<file path="config.mk">
export PLATFORM = sky130hd
export DESIGN_NAME = bytewrite_ram_req_frontend
export DESIGN_NICKNAME = d
export VERILOG_FILES = /design/src/rtl/bytewrite_ram_req_frontend.sv
export SDC_FILE = /design/constraint.sdc
export NUM_CORES = 1
export LEC_CHECK = 0
export ABC_AREA = 1
export BUFFER_PORTS_ARGS = -buffer_cell sky130_fd_sc_hd__buf_2
export CORE_AREA = 2 2 130 132
export CTS_BUF_LIST = sky130_fd_sc_hd__clkbuf_4 sky130_fd_sc_hd__clkbuf_8 sky130_fd_sc_hd__clkbuf_16
export DETAILED_ROUTE_END_ITERATION = 8
export DIE_AREA = 0 0 132 134
export HOLD_SLACK_MARGIN = 0.08
export PLACE_DENSITY_LB_ADDON = 0.1
export SKIP_LAST_GASP = 1
export SLEW_MARGIN = 30
export SYNTH_ARGS = -nofsm -noshare
export SYNTH_HDL_FRONTEND = slang
export SYNTH_SLANG_ARGS = --single-unit
</file>
<file path="constraint.sdc">
create_clock -name clk -period 5.5 [get_ports clk]
set_clock_uncertainty 0.2 [all_clocks]
set_input_delay 0.275 -clock clk [delete_from_list [all_inputs] [get_ports clk]]
set_output_delay 0.275 -clock clk [all_outputs]
set_load 0.01 [all_outputs]
</file>
<file path="src/rtl/bytewrite_ram_req_frontend.sv">
// Request/response front-end for one port of a byte-write, write-first RAM with 1-cycle read latency.
// Requests pass straight through to the RAM; RAM output is captured into a credit-protected in-order FIFO.
module bytewrite_ram_req_frontend #(
    parameter int unsigned NUM_COL    = 4,
    parameter int unsigned COL_WIDTH  = 8,
    parameter int unsigned ADDR_WIDTH = 10,
    parameter int unsigned DATA_WIDTH = NUM_COL * COL_WIDTH,
    parameter int unsigned RSP_DEPTH  = 4
) (
    input  logic                  clk,
    input  logic                  rst,
    input  logic                  req_valid,
    output logic                  req_ready,
    input  logic [NUM_COL-1:0]    req_we,
    input  logic [ADDR_WIDTH-1:0] req_addr,
    input  logic [DATA_WIDTH-1:0] req_wdata,
    output logic                  rsp_valid,
    input  logic                  rsp_ready,
    output logic [DATA_WIDTH-1:0] rsp_rdata,
    output logic                  ram_en,
    output logic [NUM_COL-1:0]    ram_we,
    output logic [ADDR_WIDTH-1:0] ram_addr,
    output logic [DATA_WIDTH-1:0] ram_din,
    input  logic [DATA_WIDTH-1:0] ram_dout
);

    localparam int unsigned PTR_W = (RSP_DEPTH > 1) ? $clog2(RSP_DEPTH) : 1;
    localparam int unsigned CNT_W = $clog2(RSP_DEPTH + 1);
    localparam int unsigned SUM_W = CNT_W + 1;

    logic                  inflight_q, inflight_d;
    logic [CNT_W-1:0]      count_q, count_d;
    logic [PTR_W-1:0]      wr_ptr_q, wr_ptr_d;
    logic [PTR_W-1:0]      rd_ptr_q, rd_ptr_d;
    logic [DATA_WIDTH-1:0] mem_q [RSP_DEPTH];
    logic [DATA_WIDTH-1:0] mem_d [RSP_DEPTH];

    logic fire;
    logic push;
    logic pop;
    logic credit_ok;

    // Credit counts queued plus in-flight words; a same-cycle pop is deliberately not credited.
    assign credit_ok = (SUM_W'(count_q) + SUM_W'(inflight_q)) < SUM_W'(RSP_DEPTH);
    assign req_ready = !rst && credit_ok;
    assign fire      = req_valid && req_ready;

    assign ram_en   = fire;
    assign ram_we   = fire ? req_we : '0;
    assign ram_addr = req_addr;
    assign ram_din  = req_wdata;

    assign rsp_valid = (count_q != '0);
    assign rsp_rdata = mem_q[rd_ptr_q];
    assign push      = inflight_q;
    assign pop       = rsp_valid && rsp_ready;

    always_comb begin
        inflight_d = fire;
        count_d    = count_q;
        wr_ptr_d   = wr_ptr_q;
        rd_ptr_d   = rd_ptr_q;
        mem_d      = mem_q;
        if (push) begin
            mem_d[wr_ptr_q] = ram_dout;
            wr_ptr_d        = wr_ptr_q + PTR_W'(1);
        end
        if (pop) begin
            rd_ptr_d = rd_ptr_q + PTR_W'(1);
        end
        if (push && !pop) begin
            count_d = count_q + CNT_W'(1);
        end else if (pop && !push) begin
            count_d = count_q - CNT_W'(1);
        end
    end

    always_ff @(posedge clk) begin
        if (rst) begin
            inflight_q <= 1'b0;
            count_q    <= '0;
            wr_ptr_q   <= '0;
            rd_ptr_q   <= '0;
        end else begin
            inflight_q <= inflight_d;
            count_q    <= count_d;
            wr_ptr_q   <= wr_ptr_d;
            rd_ptr_q   <= rd_ptr_d;
        end
    end

    // Storage needs no reset: it is only observed through count_q.
    always_ff @(posedge clk) begin
        mem_q <= mem_d;
    end

    a_no_overflow : assert property (@(posedge clk) disable iff (rst)
        !(push && count_q == CNT_W'(RSP_DEPTH)));

    a_req_stable : assert property (@(posedge clk) disable iff (rst)
        (req_valid && !req_ready) |=> (req_valid && $stable(req_we)
                                       && $stable(req_addr) && $stable(req_wdata)));

endmodule

</file>
Word level (Yosys, flattened, before mapping) --
Index checks and enable logic that the tools add are counted.
Word-level totals: register bits 136, word-level logic and storage cells 39
Operators by class: reduce and logical (&&, ||, !) cells 11, bitwise gates (word level) 2, magnitude comparators 4, $add $sub $neg 5, multiplexer cells 9
Operators with widths (number):
- $bwmux W128 | 1
- $mux W32 | 3
- $bmux W32 S2 | 1
- $demux W32 S2 | 1
- $ge A3 B3 Y1 const B | 2
- $logic_and A1 B1 Y1 | 6
- $mux W3 | 2
- $not A2 Y3 | 2
- $add A2 B1 Y2 const B | 2
- $add A3 B1 Y4 | 1
- $lt A4 B3 Y1 const B | 1
- $mux W4 | 1
- $add A3 B1 Y3 const B | 1
- $logic_not A1 Y1 | 3
- $lt A3 B1 Y1 const B | 1
- $reduce_bool A3 Y1 | 1
- $sub A3 B1 Y3 const B | 1
- $reduce_bool A2 Y1 | 1

Depth between registers and ports, before layout --
depth after elaboration 6, gate-level depth with buffers 12, mapped depth without buffers 12

Least setup slack after synthesis --
No wires, ideal clock.
kind reg2reg, from reg count_q[1], to reg count_q[2], path buffers 0, setup time 0.113 ns, stages on the path, launching flop included 13, data required time 5.187 ns, data arrival time 1.533 ns, clock period less this slack 1.846 ns, path slack 3.654 ns, cell sequence dfxtp_1 -> nor2_1 -> nand2_1 -> nand2_1 -> ha_1 -> inv_1 -> fa_1 -> inv_1 -> nand2_1 -> nand3_1 -> nand2_1 -> nand2_1 -> nor2_1
On the way: cells in the longest elaborated chain, start to end 5, elaborated cells on any way between the ends 10, those cells by class 2 x add/sub; 2 x mux; 6 x reduce/logical
Ends and longest elaborated chain:
- start, declared | line 32 | logic [CNT_W-1:0] count_q, count_d;
- start signal, assigned | line 86 | count_q <= count_d;
- $reduce_bool A3 Y1 * | line 53 | assign rsp_valid = (count_q != '0);
- net rsp_valid | line 17 | output logic rsp_valid,
- $logic_and A1 B1 Y1 * | line 56 | assign pop = rsp_valid && rsp_ready;
- $logic_not A1 Y1 | line 71 | if (push && !pop) begin
- $logic_and A1 B1 Y1 | line 71
- $mux W3 / $reduce_bool A2 Y1 (equally long branches)
The timed path passes the listed nets; every way through them passes the cells marked *. The select of a mux whose other input is x is not followed. A chain may end at the register's enable or synchronous reset.

Worst setup path in the final report --
from reg rd_ptr_q[0], to out rsp_rdata[21]
On the way: cells in the longest elaborated chain, start to end 4
Ends and longest elaborated chain:
- start, declared | line 34 | logic [PTR_W-1:0] rd_ptr_q, rd_ptr_d;
- start signal, assigned | line 88 | rd_ptr_q <= rd_ptr_d;
- $not A2 Y3 (not written as such) | line 54 | assign rsp_rdata = mem_q[rd_ptr_q];
- $bmux W32 S2 | line 54
- $mux W32 (not written as such) (2 in a row) | line 54
- end, declared | line 19 | output logic [DATA_WIDTH-1:0] rsp_rdata,
Every way passes these cells. The select of a mux whose other input is x is not followed.

==> impl_metrics.toml <==
[placement]
gp_congestion = 0.661
port_buffers = 78
hpwl_um = 6140
dpl.cell_count = 663

[clock_network]
clock_sinks = 136
path_clk_slew_ns = 0.05
htreeDepth = 4
clockBufferDepth = 2
clock-root-buffer = "clkbuf_16"
numCtsBuffers = 17
clkLatencyLatePin_ns = 0.41
cts_tree = "done"

[final_layout]
n_antenna_cell = 0
syn_to_final_growth_pct = 19.8
layout.cells.non_filler = 729
fin_util_pct = 40.9
fill_cells = 1548
final_nets = 586
layout-drive-gt1-share_pct = 21.8

[yosys]
yosys.area.top_type_share_pct = 69.1
synth_fp_nets = 513
synth-seq-cells = 136
synth_area_leader_cell = "edfxtp_1"
ys_seq_area_share_pct = 72.0
synthTopCellsByCount = "edfxtp_1 (128), nor2_1 (73), o21ai_0 (58)"
netlist_top_cells_area = "edfxtp_1 (69%), buf_4 (6.1%), o21ai_0 (5.2%)"
post-synth-top-count-cell = "edfxtp_1"
synthCells = 425
asyncSetResetFlopFracSynth_pct = 0
synth_area_um2 = 5560
synth_edf_count = 128
synth_warnings = 0
synth_cell_types = 18
syn_area_per_cell_um2 = 13.1
synthFlopType = "edfxtp_1"

[drt]
dr.pass1.iters = 4
ant_nets = 0
drc_errors = 0
via_per_inst = 4.60
drt-total-wl_um = 11600
drtIter0Drc = 161
vias = 3353
wire_per_inst_um = 15.9

[power_and_ir_drop]
p_per_area_nw_per_um2 = 430
cellLeakagePower_nw = 2.44
peakVddDrop_v = 0.000290
total_power_w = 0.00287

[floorplan]
io_pins = 163
die_h_um = 134
start_util_pct = 34.1
fp.coreArea_um2 = 16300
fp.dieArea_um2 = 17700
fp.dieW_um = 132
std_cell_rows = 47

[setup_path]
worst_r2r_path_depth = 4
cp.required_ns = 5.03
rr_endpoint = "rd_ptr_q[0]$_SDFFE_PP0P_"
rrSetupSlack_ns = 3.54
cp-end-kind = "output pin"
timing.rr.start = "rd_ptr_q[0]$_SDFFE_PP0P_"
cp-startpoint = "rd_ptr_q[0]$_SDFFE_PP0P_"
cp-start-kind = "flip-flop"
crit_fanout = 66
crit_type = "reg2out"
crit_end = "rsp_rdata[21]"
critPathArrivalTime_ns = 1.95

[sta]
rsz0062_at_grt = "false"
max_freq_mhz = 413
relSlewSlack_pct = 41.5
maxSlewViolCount = 0
period_minus_slack_ns = 2.42
hold_viol_final = 0
worstMarginPinSlew_ns = 0.877
setup-violations-final = 0
tns_ns = 0
period_share_pct = 44.0

[global_route]
grt-busiest-layer = "met2"
grt_max_degree = 67
met2_usage_pct = 22.2
grt_pass1_vias = 3384
overflow = 0
gr-usage-met3_pct = 4.76
grtUsageTotal_pct = 13.5
grt_pass1_wl_um = 17800
gr-usage-met1_pct = 16.5
antenna_found_initial = 0

[hold_path]
hp-class = "reg2reg"

[job]
max_cap_viol_count = 0

[run_status]
status = "finished clean"
-- metrics by stage --
stage / instance area [µm²] / setup WS, ns / hold WS, ns
6_report: 6660 / 3.08 / 0.328
5_1_grt: 6660 / 2.93 / 0.350
4_1_cts: 6660 / 3.04 / 0.337
3_5_place_dp: 5780 / 3.49 / 0.273
3_3_place_gp: 5780 / 3.35 / 0.261
2_1_floorplan: 5560 / 3.65 / 0.144
-- report_power, final --
part / total (W) / switching, W / internal [W]
clock network: 0.00101 / 0.000379 / 0.000629
registers: 0.00122 / 0.0000243 / 0.00120
logic: 0.000632 / 0.000412 / 0.000221
total: 0.00287 / 0.000815 / 0.00205
-- logic make-up after synthesis --
logic type                 after synthesis  share of synthesized area [%]
and+or+nand+nor                         94                           6.46
adders and majority gates                6                           1.49
buffers and inverters                   84                           9.86
AOI/OAI and AO/OA                      105                           10.2
DFF                                    136                           72.0
-- flip-flops by register name, summed over array words and instances, names as in the netlist --
| name | count |
|---|---|
| rd_ptr_q | 2 |
| mem_q | 128 |
| inflight_q | 1 |
| count_q | 3 |
| wr_ptr_q | 2 |
-- cell usage in the layout (no fill, tap or decap), types with 2 or more instances in the layout --
cell type | netlist | layout
ha_1 | 5 | 5
clkbuf_16 | 0 | 17
o21ai_1 | 10 | 10
a21oi_1 | 5 | 5
clkinv_1 | 0 | 6
dlygate4sd3_1 | 0 | 36
nor2_1 | 73 | 73
o22ai_1 | 32 | 32
dfxtp_1 | 8 | 7
inv_1 | 20 | 16
edfxtp_1 | 128 | 128
buf_2 | 7 | 78
inv_2 | 2 | 5
buf_4 | 45 | 2
clkbuf_4 | 0 | 5
nand3_1 | 5 | 5
nand2_1 | 16 | 16
o21ai_0 | 58 | 58
-- worst max-delay path, stage by stage (launching register included) --
cell and delay, ns:
dfxtp_2 0.34, buf_4 0.57, o21ai_0 0.21, o22ai_1 0.23, buf_2 0.18
-- final cells by class --
cell class | instances | area [µm²] | area share (%)
timing repair buffer | 116 | 766 | 11.5
multi-input combinational | 205 | 1010 | 15.1
inverter | 22 | 85.1 | 1.28
clock buffer | 22 | 463 | 6.95
sequential | 136 | 4010 | 60.1
tap | 220 | 275 | 4.13
clock inverter | 8 | 57.6 | 0.864
-- metal layers --
layer / vias to the layer above / part of all wire (%)
li1: 1628 / -
met1: 1626 / 46
met2: 89 / 47
met3: 10 / 5.1
met4: 0 / 1.3
met5: - / 0
-- how the worst min path moves through the flow --
stage	start	end	slack [ns]	cells past startpoint
floorplan	rst	rd_ptr_q[0]$_SDFFE_PP0P_	0.14	1
global placement	rst	rd_ptr_q[0]$_SDFFE_PP0P_	0.26	2
detailed placement	rst	rd_ptr_q[0]$_SDFFE_PP0P_	0.27	2
CTS	wr_ptr_q[1]$_SDFFE_PP0P_	wr_ptr_q[1]$_SDFFE_PP0P_	0.34	2
global route	req_addr[2]	ram_addr[2]	0.35	0
finish	wr_ptr_q[1]$_SDFFE_PP0P_	wr_ptr_q[1]$_SDFFE_PP0P_	0.33	2
-- timing repair --
item / in CTS / in global routing
hold buffers: 36 / 0
hold endpoints to repair: 136 / 0
buffers inserted: 0 / 0
resized for setup: 0 / 0
(Power assumes the default switching activity.)
